**config.mk**
```make
export PLATFORM = sky130hd
export DESIGN_NAME = pbm_rd_arbiter
export DESIGN_NICKNAME = d
export VERILOG_FILES = /design/src/rtl/pbm_rd_arbiter.sv
export SDC_FILE = /design/constraint.sdc
export NUM_CORES = 1
export LEC_CHECK = 0
export CELL_PAD_IN_SITES_DETAIL_PLACEMENT = 1
export CELL_PAD_IN_SITES_GLOBAL_PLACEMENT = 1
export CORE_MARGIN = 1.5
export CORE_UTILIZATION = 31
export DETAILED_ROUTE_END_ITERATION = 12
export GPL_TIMING_DRIVEN = 0
export HOLD_SLACK_MARGIN = 0.1
export PLACE_DENSITY = 0.89
export REMOVE_ABC_BUFFERS = 1
export SLEW_MARGIN = 25
export SYNTH_ARGS = -nofsm -noshare
export SYNTH_HDL_FRONTEND = slang
export SYNTH_SLANG_ARGS = --single-unit
```
**constraint.sdc**
```tcl
create_clock -name clk -period 2.2 [get_ports clk]
set_clock_uncertainty 0.15 [all_clocks]
set_input_delay 0.33 -clock clk [delete_from_list [all_inputs] [get_ports clk]]
set_output_delay 0.33 -clock clk [all_outputs]
set_load 0.02 [all_outputs]
```
**src/rtl/pbm_rd_arbiter.sv**
```systemverilog
// pbm_rd_arbiter: packet-granular arbiter for the single PBM read port.
// Requester 0 is tx_stack, requester 1 is dma_master_engine. A grant is held
// for a whole packet until the owner releases it (or goes idle too long).
// Non-owners see a forced-empty PBM and their read strobes are dropped.
// Optional feature macro: PBM_ARB_STATS_EN builds saturating grant counters;
// without it both counter outputs are tied to zero.
module pbm_rd_arbiter #(
   parameter int STARVE_LIMIT = 4,
   parameter int IDLE_TIMEOUT = 1024,
   parameter int CNT_W        = 16
) (
   input  logic             clk,
   input  logic             rst_n,
   input  logic             i_cfg_rr,
   input  logic             i_tx_req,
   input  logic             i_tx_ren,
   input  logic             i_tx_release,
   output logic             o_tx_gnt,
   input  logic             i_dma_req,
   input  logic             i_dma_ren,
   input  logic             i_dma_release,
   output logic             o_dma_gnt,
   input  logic             i_pbm_empty,
   output logic             o_pbm_ren,
   output logic             o_tx_empty,
   output logic             o_dma_empty,
   output logic             o_timeout,
   output logic             o_err_ren,
   output logic [CNT_W-1:0] o_tx_gnt_cnt,
   output logic [CNT_W-1:0] o_dma_gnt_cnt
);

   localparam int IDLE_W   = (IDLE_TIMEOUT > 2) ? $clog2(IDLE_TIMEOUT) : 1;
   localparam int STARVE_W = (STARVE_LIMIT > 0) ? $clog2(STARVE_LIMIT + 1) : 1;
   localparam logic [IDLE_W-1:0]   IDLE_LAST  = IDLE_W'(IDLE_TIMEOUT - 1);
   localparam logic [STARVE_W-1:0] STARVE_MAX = STARVE_W'(STARVE_LIMIT);

   typedef enum logic [1:0] {
      ST_ARB     = 2'd0,
      ST_GNT_TX  = 2'd1,
      ST_GNT_DMA = 2'd2,
      ST_TURN    = 2'd3
   } state_t;

   state_t              state_q,      state_d;
   logic [IDLE_W-1:0]   idle_cnt_q,   idle_cnt_d;
   logic [STARVE_W-1:0] starve_cnt_q, starve_cnt_d;
   // 0: TX wins the next simultaneous round-robin request, 1: DMA wins
   logic                rr_ptr_q,     rr_ptr_d;
   logic                dma_wins_s;
   logic                own_ren_s;
   logic                own_rel_s;
   logic                timeout_s;
   logic                gnt_tx_s;
   logic                gnt_dma_s;

   assign gnt_tx_s  = (state_q == ST_GNT_TX);
   assign gnt_dma_s = (state_q == ST_GNT_DMA);

   // State register and arbitration bookkeeping; reset drops any grant at once
   always_ff @(posedge clk or negedge rst_n) begin
      if (!rst_n) begin
         state_q      <= ST_ARB;
         idle_cnt_q   <= '0;
         starve_cnt_q <= '0;
         rr_ptr_q     <= 1'b0;
      end else begin
         state_q      <= state_d;
         idle_cnt_q   <= idle_cnt_d;
         starve_cnt_q <= starve_cnt_d;
         rr_ptr_q     <= rr_ptr_d;
      end
   end

   // Owner's own strobes, selected by which grant is active
   always_comb begin
      own_ren_s = 1'b0;
      own_rel_s = 1'b0;
      case (state_q)
         ST_GNT_TX: begin
            own_ren_s = i_tx_ren;
            own_rel_s = i_tx_release;
         end
         ST_GNT_DMA: begin
            own_ren_s = i_dma_ren;
            own_rel_s = i_dma_release;
         end
         default: begin
            own_ren_s = 1'b0;
            own_rel_s = 1'b0;
         end
      endcase
   end

   // Next-state: winner selection in ARB, release/idle timeout in GNT, one-cycle TURN
   always_comb begin
      state_d      = state_q;
      idle_cnt_d   = idle_cnt_q;
      starve_cnt_d = starve_cnt_q;
      rr_ptr_d     = rr_ptr_q;
      dma_wins_s   = 1'b0;
      timeout_s    = 1'b0;
      case (state_q)
         ST_ARB: begin
            idle_cnt_d = '0;
            if (i_cfg_rr) begin
               dma_wins_s = i_dma_req & (~i_tx_req | rr_ptr_q);
            end else begin
               dma_wins_s = i_dma_req & (~i_tx_req | (starve_cnt_q >= STARVE_MAX));
            end
            if (!(i_tx_req | i_dma_req)) begin
               // nobody waiting, so DMA is not being starved
               starve_cnt_d = '0;
            end else if (dma_wins_s) begin
               state_d      = ST_GNT_DMA;
               rr_ptr_d     = 1'b0;
               starve_cnt_d = '0;
            end else begin
               state_d  = ST_GNT_TX;
               rr_ptr_d = 1'b1;
               if (!i_dma_req) begin
                  starve_cnt_d = '0;
               end else if (starve_cnt_q >= STARVE_MAX) begin
                  starve_cnt_d = starve_cnt_q;
               end else begin
                  starve_cnt_d = starve_cnt_q + STARVE_W'(1);
               end
            end
         end
         ST_GNT_TX, ST_GNT_DMA: begin
            if (own_rel_s) begin
               state_d    = ST_TURN;
               idle_cnt_d = '0;
            end else if (own_ren_s) begin
               idle_cnt_d = '0;
            end else if (idle_cnt_q == IDLE_LAST) begin
               // owner went quiet for the whole window: take the port back
               state_d    = ST_TURN;
               idle_cnt_d = '0;
               timeout_s  = 1'b1;
            end else begin
               idle_cnt_d = idle_cnt_q + IDLE_W'(1);
            end
         end
         ST_TURN: begin
            state_d    = ST_ARB;
            idle_cnt_d = '0;
         end
         default: begin
            state_d    = ST_ARB;
            idle_cnt_d = '0;
         end
      endcase
   end

   assign o_tx_gnt    = gnt_tx_s;
   assign o_dma_gnt   = gnt_dma_s;
   assign o_pbm_ren   = ((gnt_tx_s & i_tx_ren) | (gnt_dma_s & i_dma_ren)) & ~i_pbm_empty;
   assign o_tx_empty  = i_pbm_empty | ~gnt_tx_s;
   assign o_dma_empty = i_pbm_empty | ~gnt_dma_s;
   assign o_timeout   = timeout_s;
   assign o_err_ren   = (i_tx_ren & ~gnt_tx_s) | (i_dma_ren & ~gnt_dma_s);

`ifdef PBM_ARB_STATS_EN
   logic [CNT_W-1:0] tx_cnt_q,  tx_cnt_d;
   logic [CNT_W-1:0] dma_cnt_q, dma_cnt_d;
   logic             new_tx_gnt_s;
   logic             new_dma_gnt_s;

   assign new_tx_gnt_s  = (state_q == ST_ARB) && (state_d == ST_GNT_TX);
   assign new_dma_gnt_s = (state_q == ST_ARB) && (state_d == ST_GNT_DMA);

   // Saturating grant counters, bumped on each ARB -> GNT transition
   always_comb begin
      tx_cnt_d  = tx_cnt_q;
      dma_cnt_d = dma_cnt_q;
      if (new_tx_gnt_s && (tx_cnt_q != {CNT_W{1'b1}})) begin
         tx_cnt_d = tx_cnt_q + CNT_W'(1);
      end else begin
         tx_cnt_d = tx_cnt_q;
      end
      if (new_dma_gnt_s && (dma_cnt_q != {CNT_W{1'b1}})) begin
         dma_cnt_d = dma_cnt_q + CNT_W'(1);
      end else begin
         dma_cnt_d = dma_cnt_q;
      end
   end

   // Counter registers
   always_ff @(posedge clk or negedge rst_n) begin
      if (!rst_n) begin
         tx_cnt_q  <= '0;
         dma_cnt_q <= '0;
      end else begin
         tx_cnt_q  <= tx_cnt_d;
         dma_cnt_q <= dma_cnt_d;
      end
   end

   assign o_tx_gnt_cnt  = tx_cnt_q;
   assign o_dma_gnt_cnt = dma_cnt_q;
`else
   assign o_tx_gnt_cnt  = {CNT_W{1'b0}};
   assign o_dma_gnt_cnt = {CNT_W{1'b0}};
`endif

endmodule
```
; ---- Word-level counts from Yosys, hierarchy flattened
; Cells that the tools add are included.
[word_totals]
register_bits = 16
inputBits = 10
output_inout_bits = 39
[classes]
add_sub_neg = 2
magnitude_cmp = 1
n_eq_ne = 8
mux = 23
bitwise = 18
reduce_logical = 6
[op_table]
columns = operator, count
row1 = two-way mux 10 bit, 3
row2 = case mux 10 bit (2 select lines), 1
row3 = two-way mux 3 bit, 4
row4 = adder 10 x 1 -> 10 bit (second input constant), 1
row5 = == test 10 bit (second input constant), 1
row6 = two-way mux 2 bit, 5
row7 = AND 1 bit, 7
row8 = two-way mux 1 bit, 7
row9 = bitwise OR 1 bit, 7
row10 = != test 3 bit (second input constant), 2
row11 = case mux 2 bit (3 select lines), 1
row12 = == test 2 bit (second input constant), 2
row13 = != test 4 bit (second input constant), 1
row14 = inverter 1 bit, 4
row15 = case mux 1 bit (2 select lines), 2
row16 = AND reduction 2 bit, 2
row17 = OR reduction 2 bit, 2
row18 = adder 3 x 1 -> 3 bit (second input constant), 1
row19 = greater-or-equal comparator 3 bit (second input constant), 1
row20 = AND reduction 3 bit, 1
row21 = == test 2 x 1 -> 1 bit (second input constant), 1
row22 = logical NOT 2 bit, 1
row23 = != test 2 bit (second input constant), 1

; ---- Depth between registers and ports, before layout
; Gate-level depths: netlist of run 1.
[depth]
ltp_word = 8
ltp_mapped = 7

; ---- Worst setup path after synthesis of run 1
; OpenSTA, ideal clock, no wires.
[synth_timing]
path_kind = register -> output
start = reg state_q[0]
end = out o_timeout
arrival_time_ns = 1.427
slack_ns = 0.293
path_stages_with_launch = 6
n_path_buf = 0
path_cell_list = dfrtp_1 inv_1 ha_1 a22oi_2 nand4_1 nor2b_1
[synth_between]
elab_chain_cells = 5
word_cells_on_any_way = 8
cone_classes = eq/ne (2) / mux (5) / reduce/logical (1)
[synth_rtl]
columns = element, line
row1 = "start, declared", 45  ; state_t state_q, state_d;
row2 = "start signal, assigned", 68  ; state_q <= state_d;
row3 = == test 2 bit (*), -
row4 = net o_dma_gnt, 22  ; output logic o_dma_gnt,
row5 = case mux 1 bit (2 select lines), 79  ; case (state_q)
row6 = two-way mux 1 bit, 134  ; end else if (own_ren_s) begin
row7 = two-way mux 1 bit, 131  ; if (own_rel_s) begin
row8 = two-way mux 1 bit (*), 103  ; case (state_q)
row9 = "end, declared", 27  ; output logic o_timeout,
; The timed path passes the listed nets; every way through them passes the cells marked *.

; ---- Final worst setup path of run 1
[layout_timing]
start = reg state_q[1]
end = out o_tx_gnt
[layout_between]
elab_chain_cells = 1
[layout_rtl]
columns = element, line
row1 = == test 2 x 1 -> 1 bit, 57  ; assign gnt_tx_s = (state_q == ST_GNT_TX);
row2 = "end, declared", 18  ; output logic o_tx_gnt,
; Every way passes these cells.

==> results of run 1 <==
-- synthesized netlist by cell type, types with 3 or more instances --
library cell  count
nor2_1            6
dfrtp_1          16
nor2_2            8
inv_1            11
nand2_1           9
ha_1              5
xnor2_1           6
nand3_1           5
nor3_1            3
buf_4            32
-- metrics by stage --
| stage | power [mW] | util (%) | std cells | hold slack, ns |
|---|---|---|---|---|
| detailed placement | 1.11 | 34.7 | 195 | 0.315 |
| global placement | 1.08 | 34.7 | 195 | 0.310 |
| CTS | 1.41 | 36.5 | 200 | 0.326 |
| floorplan | 0.901 | - | 131 | -0.116 |
| finish | 1.39 | 36.3 | 200 | 0.323 |
| global route | 1.50 | 36.3 | 200 | 0.347 |
-- report_power, final --
| part | switching [mW] | total, mW | internal [mW] |
|---|---|---|---|
| registers | 0.0407 | 0.396 | 0.356 |
| clock network | 0.107 | 0.266 | 0.159 |
| logic | 0.432 | 0.723 | 0.290 |
-- flip-flops by register name, summed over array words and instances, names as in the netlist --
name          count
idle_cnt_q       10
rr_ptr_q          1
starve_cnt_q      3
state_q           2
-- placed cells by master, fill, tap and decap left out, types with 2 or more instances in the layout --
cell,n
a21oi_1,2
a22o_1,2
clkbuf_8,4
clkdlybuf4s50_1,13
conb_1,32
dfrtp_1,16
dlygate4sd2_1,2
ha_1,3
ha_2,2
inv_1,11
mux2i_1,2
nand2_1,9
nand2b_1,2
nand3_1,5
nand4_1,2
nor2_1,6
nor2_2,8
nor3_1,3
nor4_1,2
o21ai_0,2
o22ai_1,2
or2_1,2
xnor2_1,6
xor2_1,2
-- routing by layer --
layer | up-vias | routed length, um
li1 | 409 | -
met1 | 391 | 863
met2 | 34 | 1070
met3 | 5 | 159
met4 | 0 | 71
met5 | - | 0
-- worst min-delay path by stage --
stage	endpoint	cells after the start
2_1_floorplan	idle_cnt_q[0]	0
3_3_place_gp	idle_cnt_q[0]	1
3_5_place_dp	idle_cnt_q[0]	1
4_1_cts	idle_cnt_q[0]	1
5_1_grt	idle_cnt_q[0]	1
6_report	idle_cnt_q[0]	1
-- critical path, stage by stage, from the launching register on --
cell	delay, ns
dfrtp_1	0.38
inv_1	0.11
ha_2	0.26
clkdlybuf4s50_1	0.63
-- logic make-up (layout without fill, tap and decap cells) --
family          Yosys count  count (layout)  synth area share [%]
buf+inv                  45              32                  24.9
xor+xnor                  8               8                  5.89
mux                       2               2                  1.68
simple gates             43              43                  19.4
compound gates           14              14                  8.84
flops                    16              16                  33.7
other cells               1              32                 0.315
fa+ha+maj                 5               5                  5.26
-- timing repair --
action / CTS / global route
resized for setup: 6 / 1
buffers inserted: 1 / 0
pin swaps: 1 / 0
hold endpoints to repair: 0 / 0
endpoints found under the setup margin: 3 / 1
-- area by class of cell --
class | instances | area (um^2)
Clock buffer | 4 | 55.1
Fill cell | 447 | 2330
Inverter | 11 | 41.3
Multi-Input combinational cell | 104 | 613
Sequential cell | 16 | 400
Tap cell | 48 | 60.1
Timing Repair Buffer | 17 | 160
==> qor.txt, run 1 <==
Vias: 839
Syn Area/Cell: 8.87 um^2
Die X: 64.9 um
Die Height: 64.9 um
Count of pins over their slew limit: 0
Row cnt: 22
R2r endpoint: idle_cnt_q[9]
Dominant synthesized flop cell: dfrtp_1
Fin crit share: 96.0%
Yosys top cell by area: dfrtp_1
Vias per inst: 4.20
Maxcap violations: 0
Starting density of the core: 32.5%
Min Tclk post-route: 2.11 ns
Status: finished, final reports clean
Total Routing Usage GR: 11.8%
M1 GR Usage: 11.2%
Drt drc: 0
Worst-path clk slew: 0.06 ns
Worst-Margin Slew: 0.725 ns
Post-Syn Instances: 134
Power Density: 1040 mW/mm^2
CP startpoint: state_q[1]
Core area: 0.00366 mm^2
First-pass detailed-route iteration total: 4
Final WS setup: 0.0877 ns
Final Cell Area: 0.00133 mm^2
Post-synth ARST share: 100%
Clock latency on the worst-skew pair: 0.26 ns
# setup viols final: 0
Register bit total from synthesis: 16
ANT cells: 0
Routed len/inst: 10.8 um
Layout area overhead: 11.9%
Starting DRT DRC Count: 14
Hold_sp: idle_cnt_q[0]
Met3 Track Usage GR: 3.13%
Met2 GRT Util: 21.4%
Total wire length: 2160 um
Setup_tns: 0 ns
RSZ-0062 raised after global routing: false
DP Area: 0.00127 mm^2
CTS sink count: 16
Arr. time, crit path: 1.63 ns
Synth top area share: 33.7%
Reg-to-reg setup timing slack: 0.26 ns
RR Startpoint: state_q[0]
Slew HR: 51.5%
Dpl ws: -0.261 ns
Top post-synthesis cells by area: dfrtp_1 34%, buf_4 20%, ha_1 5.3%, xnor2_1 4.4%, nor2_2 4.2%
First-pass GRT wire length: 3710 um
Mapped cell area: 0.00119 mm^2
Deepest clock path buffer count: 2
WS Path Type: reg2out
Initial antenna violation count: 0
Worst setup EP type: primary output
Post-CTS Hold Fix Bufs: 0
CP Data Required Time: 1.72 ns
RD Place Congestion: 0.740
Pin count of the biggest net entering global routing: 17
Vias in the first global route: 867
Max Freq: 473 MHz
CTS tree: built
CTS Buf Count: 3
Yosys cell types: 33
DP Wirelength: 1670 um
Clock root buffer: clkbuf_8
Number of enable flip-flop cells after synthesis: 0
GR peak layer: met2
Gr ovfl total: 0
Leakage power: 0.598 nW
Die area: 0.00421 mm^2
Yosys warning total: 0
Critical Path Source Type: register
Peak supply drop: 0.275 mV
Worst Reg2Reg Path Length in Cells: 7
Critical path endpoint: o_tx_gnt
Post-route ant nets: 0
Number of hold violations in the final report: 0
Nets: 168
Seq/Total Area, Yosys: 33.7%
Top Ports: 49
Port bufs: 16
Critical path peak fanout: 6
H-Tree Depth: 1
Share of cells above drive strength 1: 13.8%
Hold Crit Class: reg2reg
Power figures use the tool's default switching activity.
==> run 2: changes to the inputs <==
CORE_UTILIZATION = 33   (was 31)
PLACE_DENSITY = 0.94   (was 0.89)
clock period = 2.5 ns   (was 2.2 ns; I/O delays follow)
==> qor.txt, run 2 (same netlist as run 1, synthesis figures left out) <==
Status: finished, final reports clean
Comb power frac: 54.1%
Reg with most FFs: idle_cnt_q
Drt drc: 0
Slew HR: 53.3%
Crit-path cells: inv_1 > ha_1 > a22oi_2 > nor2_1 > clkdlybuf4s50_1
Port bufs: 16
Hold Crit Class: reg2reg
Most common cell after layout, fill and taps aside: conb_1
DP Area: 0.00127 mm^2
Largest regs: idle_cnt_q: 10 flops, starve_cnt_q: 3 flops, state_q: 2 flops
Fin crit share: 94.0%
DRT met1 WL: 875 um
Critical Path Source Type: register
Vias per inst: 4.22
Worst-path clk slew: 0.09 ns
DP Wirelength: 1720 um
Arr. time, crit path: 1.83 ns
# setup viols final: 0
Fillcell total: 429
Most frequent cells in the layout: 32 x conb_1, 16 x dfrtp_1, 15 x clkdlybuf4s50_1
Critical path peak fanout: 6
Vias in the first global route: 798
Final non-filler cell total: 197
CTS tree: built
Die Height: 63.0 um
Worst setup EP type: primary output
Core area: 0.00339 mm^2
Crit-path max cell delay: 0.60 ns
ANT cells: 0
Deepest clock path buffer count: 2
Post-CTS Hold Fix Bufs: 0
Row cnt: 21
DR top layer: met4
Number of hold violations in the final report: 0
Count of pins over their slew limit: 0
Nets: 167
Final Cell Area: 0.00130 mm^2
WS Path Type: reg2out
Maxcap violations: 0
Clock latency on the worst-skew pair: 0.28 ns
Power Density: 865 mW/mm^2
Worst path top cell family by delay: buffers and inverters
Max Freq: 425 MHz
Clock root buffer: clkbuf_4
Reg power frac: 30.8%
First-pass detailed-route iteration total: 4
Leakage power: 0.583 nW
Met3 WL: 125 um
Layout area overhead: 9.47%
Share of power burned in the clock network: 15.1%
CTS Buf Count: 3
Pin count of the biggest net entering global routing: 17
Total Routing Usage GR: 10.9%
Routed len/inst: 10.6 um
Initial antenna violation count: 0
Worst path bufs/invs: 2
CTS sink count: 16
Top Ports: 49
Die area: 0.00397 mm^2
Worst path slowest cell: clkdlybuf4s50_1
Power after layout: 1.13 mW
Wire length on met2: 1070 um
Share of cells above drive strength 1: 12.6%
H-Tree Depth: 1
RD Place Congestion: 0.759
First-pass GRT wire length: 3460 um
Post-route ant nets: 0
Setup_tns: 0 ns
RSZ-0062 raised after global routing: false
Worst-Margin Slew: 0.699 ns
P_sw: 0.483 mW
Gr ovfl total: 0
Die X: 63.0 um
CP Data Required Time: 1.98 ns
Starting density of the core: 35.1%
Peak supply drop: 0.223 mV
Sw frac: 42.9%
Vias: 832
Min Tclk post-route: 2.35 ns
Int Pwr: 0.642 mW
Starting DRT DRC Count: 21
Placed Instances: 193
Total wire length: 2090 um
Final core utilization: 38.4%
Max FFs per register: 10
[run 2: cell count changes in the layout (fill, tap and decap cells not counted)]
| cell | before | now |
|---|---|---|
| ha_1 | 3 | 4 |
| clkbuf_8 | 4 | 1 |
| buf_4 | 1 | 0 |
| ha_2 | 2 | 1 |
| clkdlybuf4s50_1 | 13 | 15 |
| dlygate4sd2_1 | 2 | 0 |
| clkbuf_4 | 0 | 3 |
[run 2: layer usage]
metal  up-vias  GRT usage (%)
li1        406              -
met1       394           12.1
met2        28           19.1
met3         4           3.42
met4         0           4.17
met5         -              0
[run 2: cell type report]
cell class                      instances  area [um^2]  area share (%)
Inverter                               11         41.3            3.17
Timing Repair Buffer                   16          155            11.9
Sequential cell                        16          400            30.8
Multi-Input combinational cell        104          611            46.9
Tap cell                               46         57.6            4.42
Clock buffer                            4         36.3            2.79
[run 2: through the flow]
stage / hold WS [ns] / setup slack (ns)
2_1_floorplan: -0.0706 / 0.548
3_3_place_gp: 0.310 / -0.0432
3_5_place_dp: 0.311 / -0.0460
4_1_cts: 0.327 / 0.0527
5_1_grt: 0.361 / 0.000438
6_report: 0.320 / 0.149
[run 2: power groups by stage]
stage / registers (mW) / clock network (mW) / logic, mW
2_1_floorplan: 0.345 / 0 / 0.448
3_3_place_gp: 0.351 / 0 / 0.596
3_5_place_dp: 0.353 / 0 / 0.614
4_1_cts: 0.348 / 0.177 / 0.616
5_1_grt: 0.357 / 0.191 / 0.678
6_report: 0.347 / 0.170 / 0.609
[run 2: path summary, 6_finish.rpt]
check                      cells past startpoint           from  slack (ns)            end
max                                            5     state_q[1]        0.15      o_pbm_ren
min                                            1  idle_cnt_q[0]        0.32  idle_cnt_q[0]
max reg2reg                                    6     state_q[1]        0.62  idle_cnt_q[9]
min reg2reg                                    1  idle_cnt_q[0]        0.32  idle_cnt_q[0]
max in group asynchronous                      1          rst_n        1.41  idle_cnt_q[2]
min in group asynchronous                      1          rst_n        0.35  idle_cnt_q[7]
[run 2: worst register-to-register path: stages (launching register included)]
cell     delay (ns)
dfrtp_1        0.36
inv_1          0.07
ha_1           0.25
a22oi_2        0.19
nand4_1        0.19
or2_1          0.44
nor2_2         0.16
[run 2: repair_timing]
| item | 4_1_cts | 5_1_grt |
|---|---|---|
| endpoints found under the hold margin | 0 | 0 |
| setup endpoints to repair | 1 | 2 |
| resized for setup | 1 | 3 |
| setup buffers | 0 | 0 |
